`config.mk`:
```
export PLATFORM = sky130hd
export DESIGN_NAME = mem_mmio_resp
export DESIGN_NICKNAME = d
export VERILOG_FILES = /design/src/rtl/mem_mmio_resp_pkg.sv /design/src/rtl/mem_mmio_resp_tx_fifo.sv /design/src/rtl/mem_mmio_resp.sv
export SDC_FILE = /design/constraint.sdc
export NUM_CORES = 2
export LEC_CHECK = 0
export ABC_AREA = 1
export CORE_UTILIZATION = 60
export CTS_BUF_LIST = sky130_fd_sc_hd__clkbuf_16
export CTS_CLUSTER_DIAMETER = 30
export DETAILED_ROUTE_END_ITERATION = 10
export PLACE_DENSITY = 0.85
export SETUP_SLACK_MARGIN = 0.15
export SYNTH_ARGS = -nofsm -noshare
export SYNTH_HDL_FRONTEND = slang
export SYNTH_SLANG_ARGS = --single-unit
export TNS_END_PERCENT = 100
```
`constraint.sdc`:
```
create_clock -name clk -period 3.3 [get_ports clk]
set_input_delay 0.825 -clock clk [delete_from_list [all_inputs] [get_ports clk]]
set_output_delay 0.825 -clock clk [all_outputs]
set_load 0.1 [all_outputs]
```
`src/rtl/mem_mmio_resp_pkg.sv`:
```
// Shared definitions for the memory / MMIO responder.
// Holds the MMIO address map, the STATUS register bit layout, the
// address-region type used by the decoder and a word-address compare helper.
package mem_mmio_resp_pkg;

  // Address map (byte addresses; decode only looks at bits [31:2])
  localparam logic [31:0] ADR_RAM_BASE = 32'h0000_0000;
  localparam logic [31:0] ADR_CYCLE    = 32'h8000_0000;
  localparam logic [31:0] ADR_RESULT   = 32'h8000_0004;
  localparam logic [31:0] ADR_TXDATA   = 32'h8000_0008;
  localparam logic [31:0] ADR_STATUS   = 32'h8000_000C;

  // STATUS register bit positions
  localparam int ST_FULL      = 0;
  localparam int ST_EMPTY     = 1;
  localparam int ST_OVERFLOW  = 2;
  localparam int ST_DONE      = 3;
  localparam int ST_COUNT_LSB = 4;
  localparam int ST_COUNT_W   = 3;

  typedef enum logic [2:0] {
    RGN_RAM,
    RGN_CYCLE,
    RGN_RESULT,
    RGN_TXDATA,
    RGN_STATUS,
    RGN_NONE
  } region_e;

  // True when two byte addresses refer to the same 32-bit word.
  function automatic logic word_match(input logic [31:0] adr, input logic [31:0] base);
    return adr[31:2] == base[31:2];
  endfunction

endpackage

```
`src/rtl/mem_mmio_resp_tx_fifo.sv`:
```
// tx_fifo: registered synchronous FIFO feeding the console byte sink.
// Ports:
//   clk, reset       clock, asynchronous active-high reset
//   push, din        write request and data (ignored when full unless popping)
//   pop              read request (ignored when empty)
//   dout             head entry, 0 while empty
//   full, empty      occupancy flags
//   count            number of stored entries, 0..DEPTH
module tx_fifo #(
  parameter int DEPTH = 4,
  parameter int WIDTH = 8
) (
  input  logic                       clk,
  input  logic                       reset,
  input  logic                       push,
  input  logic [WIDTH-1:0]           din,
  input  logic                       pop,
  output logic [WIDTH-1:0]           dout,
  output logic                       full,
  output logic                       empty,
  output logic [$clog2(DEPTH):0]     count
);

  localparam int PTR_W = $clog2(DEPTH);
  localparam int CNT_W = PTR_W + 1;

  logic [WIDTH-1:0] mem [DEPTH];
  logic [PTR_W-1:0] wr_ptr;
  logic [PTR_W-1:0] rd_ptr;
  logic             push_ok;
  logic             pop_ok;

  assign full  = (count == CNT_W'(DEPTH));
  assign empty = (count == '0);

  // A pop in the same cycle frees the head slot, so a push into a full FIFO
  // is still accepted then.
  assign pop_ok  = pop & ~empty;
  assign push_ok = push & (~full | pop_ok);

  // Forcing 0 while empty keeps the output at its reset value even though
  // the storage array itself is never cleared.
  assign dout = empty ? '0 : mem[rd_ptr];

  // NOTE: storage arrays carry no reset; only pointers and count define
  // validity, which keeps the array mappable to plain RAM/flops without reset.
  always_ff @(posedge clk) begin
    if (push_ok) mem[wr_ptr] <= din;
  end

  // NOTE: sequential state uses non-blocking assignments so every register
  // samples pre-edge values, independent of statement order.
  always_ff @(posedge clk or posedge reset) begin
    if (reset) begin
      wr_ptr <= '0;
      rd_ptr <= '0;
      count  <= '0;
    end else begin
      // DEPTH is a power of two, so pointer overflow is the modulo wrap.
      if (push_ok) wr_ptr <= wr_ptr + PTR_W'(1);
      if (pop_ok)  rd_ptr <= rd_ptr + PTR_W'(1);
      case ({push_ok, pop_ok})
        2'b10:   count <= count + CNT_W'(1);
        2'b01:   count <= count - CNT_W'(1);
        default: count <= count;
      endcase
    end
  end

endmodule

```
`src/rtl/mem_mmio_resp.sv`:
```
// mem_mmio_resp: data RAM plus MMIO registers answering a single-cycle
// processor bus (zero-latency reads, writes on the rising clock edge).
// Ports:
//   clk, reset         clock, asynchronous active-high reset
//   Adr, WriteData     byte address and store data
//   MemWrite           write strobe
//   ReadData           combinational load data for Adr
//   tx_valid, tx_data  console byte stream out of the TX FIFO
//   tx_ready           console sink handshake
//   done, result       RESULT register has been written / its last value
module mem_mmio_resp
  import mem_mmio_resp_pkg::*;
#(
  parameter int RAM_WORDS  = 64,
  parameter int FIFO_DEPTH = 4
) (
  input  logic        clk,
  input  logic        reset,
  input  logic [31:0] Adr,
  input  logic [31:0] WriteData,
  input  logic        MemWrite,
  output logic [31:0] ReadData,
  output logic        tx_valid,
  output logic [7:0]  tx_data,
  input  logic        tx_ready,
  output logic        done,
  output logic [31:0] result
);

  localparam int RAM_AW = $clog2(RAM_WORDS);
  localparam int CNT_W  = $clog2(FIFO_DEPTH) + 1;

  region_e            rgn;
  logic               we;
  logic [RAM_AW-1:0]  ram_idx;
  logic [31:0]        ram [RAM_WORDS];
  logic [31:0]        cycle_q;
  logic               overflow;
  logic               fifo_push;
  logic               fifo_pop;
  logic               fifo_full;
  logic               fifo_empty;
  logic [CNT_W-1:0]   fifo_count;
  logic [ST_COUNT_W-1:0] count_st;
  logic [31:0]        status_word;
  logic [1:0]         unused_adr_lsbs;

  // Byte lane bits play no part in word-wide decode.
  assign unused_adr_lsbs = Adr[1:0];

  // NOTE: always_comb assigns every output a default first so no path can
  // leave a value held, which would otherwise infer a latch.
  always_comb begin
    rgn = RGN_NONE;
    if (Adr[31:RAM_AW+2] == ADR_RAM_BASE[31:RAM_AW+2]) rgn = RGN_RAM;
    else if (word_match(Adr, ADR_CYCLE))               rgn = RGN_CYCLE;
    else if (word_match(Adr, ADR_RESULT))              rgn = RGN_RESULT;
    else if (word_match(Adr, ADR_TXDATA))              rgn = RGN_TXDATA;
    else if (word_match(Adr, ADR_STATUS))              rgn = RGN_STATUS;
  end

  assign ram_idx = Adr[RAM_AW+1:2];
  // The RAM has no reset branch, so its writes are gated explicitly.
  assign we      = MemWrite & ~reset;

  always_ff @(posedge clk) begin
    if (we && rgn == RGN_RAM) ram[ram_idx] <= WriteData;
  end

  always_ff @(posedge clk or posedge reset) begin
    if (reset) cycle_q <= '0;
    else       cycle_q <= cycle_q + 32'd1;
  end

  always_ff @(posedge clk or posedge reset) begin
    if (reset) begin
      result <= '0;
      done   <= 1'b0;
    end else if (we && rgn == RGN_RESULT) begin
      result <= WriteData;
      done   <= 1'b1;
    end
  end

  assign fifo_push = we && rgn == RGN_TXDATA;
  assign fifo_pop  = tx_valid & tx_ready;

  // A dropped byte sets overflow; the set outranks a coincident W1C clear.
  always_ff @(posedge clk or posedge reset) begin
    if (reset) begin
      overflow <= 1'b0;
    end else if (fifo_push && fifo_full && !fifo_pop) begin
      overflow <= 1'b1;
    end else if (we && rgn == RGN_STATUS && WriteData[ST_OVERFLOW]) begin
      overflow <= 1'b0;
    end
  end

  tx_fifo #(
    .DEPTH (FIFO_DEPTH),
    .WIDTH (8)
  ) u_tx_fifo (
    .clk   (clk),
    .reset (reset),
    .push  (fifo_push),
    .din   (WriteData[7:0]),
    .pop   (fifo_pop),
    .dout  (tx_data),
    .full  (fifo_full),
    .empty (fifo_empty),
    .count (fifo_count)
  );

  assign tx_valid = ~fifo_empty;
  assign count_st = ST_COUNT_W'(fifo_count);

  always_comb begin
    status_word = '0;
    status_word[ST_FULL]     = fifo_full;
    status_word[ST_EMPTY]    = fifo_empty;
    status_word[ST_OVERFLOW] = overflow;
    status_word[ST_DONE]     = done;
    status_word[ST_COUNT_LSB +: ST_COUNT_W] = count_st;
  end

  always_comb begin
    ReadData = '0;
    unique case (rgn)
      RGN_RAM:    ReadData = ram[ram_idx];
      RGN_CYCLE:  ReadData = cycle_q;
      RGN_RESULT: ReadData = result;
      RGN_STATUS: ReadData = status_word;
      default:    ReadData = '0;
    endcase
  end

endmodule

```
==> flow_summary_export.csv, run 1 <==
group,metric,value,unit
synth,synth_top_area_cell,"edfxtp_1",
synth,synth.distinct_cells,39,
sta,postGrtWorstEndpoint,"ReadData[13]",
clock_network,h-tree-depth,5,
placement,place_hpwl,183000,um
clock_network,clk_path_buf_depth,4,
clock_network,clk_root_buffer_cell,"clkbuf_16",
synth,synthTopCellsByCount,"nand2_1, edfxtp_1, nor2_1",
floorplan,start_util,60.6,%
grt,grt_overflow,85,
synth,synth_edf_count,2080,
floorplan,rows,138,
synth,syn-cell-area,0.0860,mm2
floorplan,boundaryPins,142,
synth,synth_most_common_cell,"nand2_1",
synth,avgSynthCellArea,11.8,um2
synth,synthTopCellsByArea,"edfxtp_1, nand2_1, nor2_1, nand3_1, dfrtp_1",
sta,endpoint_type,"top-level output",
synth,syn-instance-count,7280,
run_status,stop_stage,"global routing",
clock_network,cts.sinks,2153,
run_status,status,"did not finish",
grt,antenna_found_initial,60,
synth,ys_seq_area_share,74.7,%
synth,synth_top_area_share,72.6,%
grt,grt_usage,71.3,%
placement,place_area,0.0967,mm2
grt,grt_max_degree,74,
synth,ys.flop_type,"edfxtp_1",
synth,yosysWarnings,0,
synth,syn_nets,7354,
synth,ys_seq_elements,2153,
placement,gp_congestion,1.08,
clock_network,cts_buffers,395,
floorplan,die_y,381,um
floorplan,dieWidth,381,um
run_status,error,"[ERROR GRT-0232] Routing congestion too high. Check the congestion heatmap in the GUI.",
synth,synthArstFlopShare,3.39,%
placement,io_buffers,139,
==> through the flow <==
| step | setup TNS, ps | setup WS [ps] | instances | util (%) |
|---|---|---|---|---|
| after global placement | -631550 | -947 | 9602 | 68.1 |
| after CTS | -13640 | -466 | 10444 | 80.5 |
| after floorplan | -6880 | -101 | 7280 | - |
| after detailed placement | -638530 | -1020 | 9602 | 68.1 |
==> logic make-up after synthesis <==
logic type | synth area share [%]
compound gates | 2.93
xor+xnor | 0.346
fa+ha+maj | 0.0960
buf+inv | 2.59
flops | 74.7
mux | 0.406
simple gates | 18.9
==> timing repair <==
action	in CTS
gates resized for setup	655
cloned	38
endpoints found under the setup margin	40
hold buffers	0
pin swaps	201
buffers inserted	88
==> per-layer routing <==
metal | GRT overflow | GRT usage, %
met1 | 5 | 69.5
met2 | 28 | 83.2
met3 | 2 | 62.0
met4 | 48 | 70.4
met5 | 2 | 45.6
==> run 2, diff against run 1 <==
--- a/config.mk
+++ b/config.mk
@@ -6,12 +6,9 @@
 export NUM_CORES = 2
 export LEC_CHECK = 0
 export ABC_AREA = 1
-export CORE_UTILIZATION = 60
-export CTS_BUF_LIST = sky130_fd_sc_hd__clkbuf_16
-export CTS_CLUSTER_DIAMETER = 30
+export CORE_UTILIZATION = 40
 export DETAILED_ROUTE_END_ITERATION = 10
-export PLACE_DENSITY = 0.85
-export SETUP_SLACK_MARGIN = 0.15
+export PLACE_DENSITY_LB_ADDON = 0.15
 export SYNTH_ARGS = -nofsm -noshare
 export SYNTH_HDL_FRONTEND = slang
 export SYNTH_SLANG_ARGS = --single-unit
==> run 2 against run 1 <==
Effect of this change:
- the flow now finishes, with violations (negative setup slack)
- synthesized cell count stayed put
- synthesized area is the same
==> flow_summary_export.csv, run 2 <==
group,metric,value,unit
run_status,status,"finished, violations left",
run_status,violations,"negative setup slack",
cells_and_area,top_register,"ram",
floorplan,die-area,0.217,mm2
critical_path,worst-setup-path-type,"primary input to output pin",
pwr,p_leak,41.5,nW
cells_and_area,stdcell_area,0.111,mm2
critical_path,required,2470,ps
sta,skew,22.7,ps
synth,synthTopCellsByArea,"edfxtp_1, nand2_1, nor2_1, nand3_1, dfrtp_1",
floorplan,start_util,40.4,%
floorplan,boundaryPins,142,
critical_path,r2r_slack,1200,ps
placement,place_area,0.0990,mm2
clock_network,clk_root_buffer_cell,"clkbuf_16",
critical_path,crit_fanout,8,
synth,syn-cell-area,0.0860,mm2
synth,synthArstFlopShare,3.39,%
sta,slew_headroom,34.2,%
clock_network,holdBufCountCts,0,
cells_and_area,fin_util,51.9,%
routing,viasPerCell,5.42,
critical_path,reg2reg_to,"cycle_q[30]",
routing,wl_per_cell,27.4,um
routing,num_vias,60706,
critical_path,cp.arrival,3040,ps
placement,place_hpwl,194000,um
synth,synth_top_area_share,72.6,%
worst_hold_path,worstHoldPathCells,1,
synth,post_synth_xor_area_fraction,0.346,%
placement,io_buffers,139,
worst_hold_path,worstHoldEndpoint,"ram[17][1]",
synth,synthTopCellsByCount,"nand2_1, edfxtp_1, nor2_1",
cells_and_area,final_common_cell,"edfxtp_1",
pwr,ir_drop,0.607,mV
synth,synth_edf_count,2080,
cells_and_area,nNetsFinal,8255,
sta,period_share,117,%
clock_network,clkLatencyLatePin,880,ps
synth,synth_compound_area_share,2.93,%
worst_hold_path,min-delay-start,"WriteData[1]",
synth,syn_nets,7354,
synth,synth_top_area_cell,"edfxtp_1",
synth,synth_top_family_by_area,"simple AND/OR/NAND/NOR gates",
sta,setup-violations-final,32,
critical_path,worstSetupStartpointType,"primary input",
critical_path,ff2ff_path_depth,9,
placement,gp_congestion,0.899,
sta,rsz0062_at_grt,"yes",
synth,synthSimpleGateAreaFrac,18.9,%
clock_network,cts.sinks,2153,
routing,routed_wl,307000,um
critical_path,slowest_stage,"buf_12",
synth,ys_seq_elements,2153,
synth,synthAdderAreaFrac,0.0960,%
synth,synth.distinct_cells,39,
grt,antenna_found_initial,18,
clock_network,tritoncts,"done",
sta,hold_viol,0,
synth,avgSynthCellArea,11.8,um2
routing,dr.pass1.iters,6,
synth,syn-instance-count,7280,
cells_and_area,fin_cells,11198,
cells_and_area,drive_above_1_share,21.5,%
run,max_cap_violations,0,
placement,placedCellCount,10635,
clock_network,clk_path_buf_depth,3,
critical_path,path_cells,"buf_16, inv_16, nand2_8, buf_12, buf_16, buf_16, buf_12, buf_12, buf_16, o22ai_2, nand2_1, nand4_1, nand3_2, nand3_2, buf_6, nand3_4, buf_12",
cells_and_area,final_cell_mix,"edfxtp_1, nand2_1, nor2_1, buf_4, nand3_1",
pwr,power_density,552,mW/mm2
clock_network,cts_buffers,222,
grt,grt_overflow,0,
floorplan,rows,169,
synth,ys.flop_type,"edfxtp_1",
floorplan,dieWidth,466,um
cells_and_area,largest_reg_flops,2048,
grt,grt_max_degree,70,
floorplan,core_area,0.213,mm2
sta,period_minus_slack,3870,ps
routing,antenna_left,0,
grt,grt_pass1_wl,432000,um
sta,finalMaxSlewViolations,0,
routing,drc,0,
clock_network,h-tree-depth,4,
synth,yosysWarnings,0,
clock_network,clk_pin_slew_worst_paths,60,ps
critical_path,r2r-start,"cycle_q[0]",
synth,synth_mux_area_share,0.406,%
grt,grt_pass1_vias,58329,
worst_hold_path,hold_path_class,"primary input to register",
cells_and_area,area_growth,28.5,%
synth,synth_most_common_cell,"nand2_1",
critical_path,end_kind,"output pin",
floorplan,die_y,466,um
sta,worst_pin_slew,987,ps
synth,ys_seq_area_share,74.7,%
sta,setup_ws,-569,ps
grt,grt_usage,28.0,%
sta,max_freq,258,MHz
routing,drt_iter0_markers,7263,
critical_path,slowest_delay,170,ps
[run 2: cell counts after synthesis]
No cell type changed its count.
[run 2: critical path, delay by kind of cell]
| family | cells | cell delay, ps |
|---|---|---|
| buffers and inverters | 10 | 1430 |
| AOI/OAI and AO/OA | 1 | 80 |
| and+or+nand+nor | 6 | 630 |
[run 2: layout make-up]
type	count	area (um2)
Antenna cell	5	12.5
Clock buffer	279	5870
Clock inverter	136	1420
Fill cell	18133	102000
Inverter	169	706
Multi-Input combinational cell	4597	21900
Sequential cell	2153	64300
Tap cell	2821	3530
Timing Repair Buffer	1038	12900
[run 2: metal layers]
| metal | up-vias | global-route usage (%) | routed length (um) |
|---|---|---|---|
| met2 | 2702 | 44.9 | 143000 |
| li1 | 26984 | - | - |
| met3 | 466 | 4.27 | 24600 |
| met1 | 30552 | 38.8 | 127000 |
| met4 | 2 | 10.1 | 12200 |
| met5 | - | 0 | 13 |
[run 2: power breakdown]
part / internal [W] / total, W / switching, W / leakage, nW
Sequential: 0.0300 / 0.0300 / 0.0000591 / 19.7
Clock: 0.0145 / 0.0254 / 0.0109 / 3.55
Combinational: 0.00191 / 0.00567 / 0.00376 / 18.3
[run 2: cells by family (layout without fill, tap and decap cells)]
kind of cell / after synthesis / count (layout)
other: 0 / 5
multiplexers: 31 / 31
AO/OA/AOI/OAI: 448 / 448
buffers and inverters: 530 / 1622
flip-flops: 2153 / 2153
adder cells (fa/ha/maj): 6 / 6
AND/OR/NAND/NOR: 4078 / 4078
XOR/XNOR: 34 / 34
[run 2: what timing repair did]
item | CTS | global route
setup endpoints to repair | 40 | 70
buffers inserted | 102 | 33
gates resized for setup | 464 | 238
pin swaps | 148 | 141
gates cloned | 24 | 5
[run 2: worst max-delay path by stage]
stage	startpoint	endpoint	cells after the start	slack, ps
6_report	Adr[2]	ReadData[23]	17	-570
2_1_floorplan	Adr[3]	ReadData[5]	11	-290
4_1_cts	Adr[3]	ReadData[19]	16	-570
3_5_place_dp	Adr[6]	ReadData[19]	11	-1430
5_1_grt	Adr[3]	ReadData[26]	16	-640
3_3_place_gp	Adr[6]	ReadData[18]	11	-1480
[run 2: stage by stage]
step	setup WS [ps]	total power [W]	hold slack (ps)	setup TNS [ps]
final	-569	0.0611	298	-15450
after floorplan	-292	0.0330	443	-7170
after global routing	-639	0.0626	267	-17630
after detailed placement	-1430	0.0357	473	-1304360
after global placement	-1480	0.0357	468	-1246940
after CTS	-571	0.0612	245	-27200
Power figures use the tool's default switching activity.
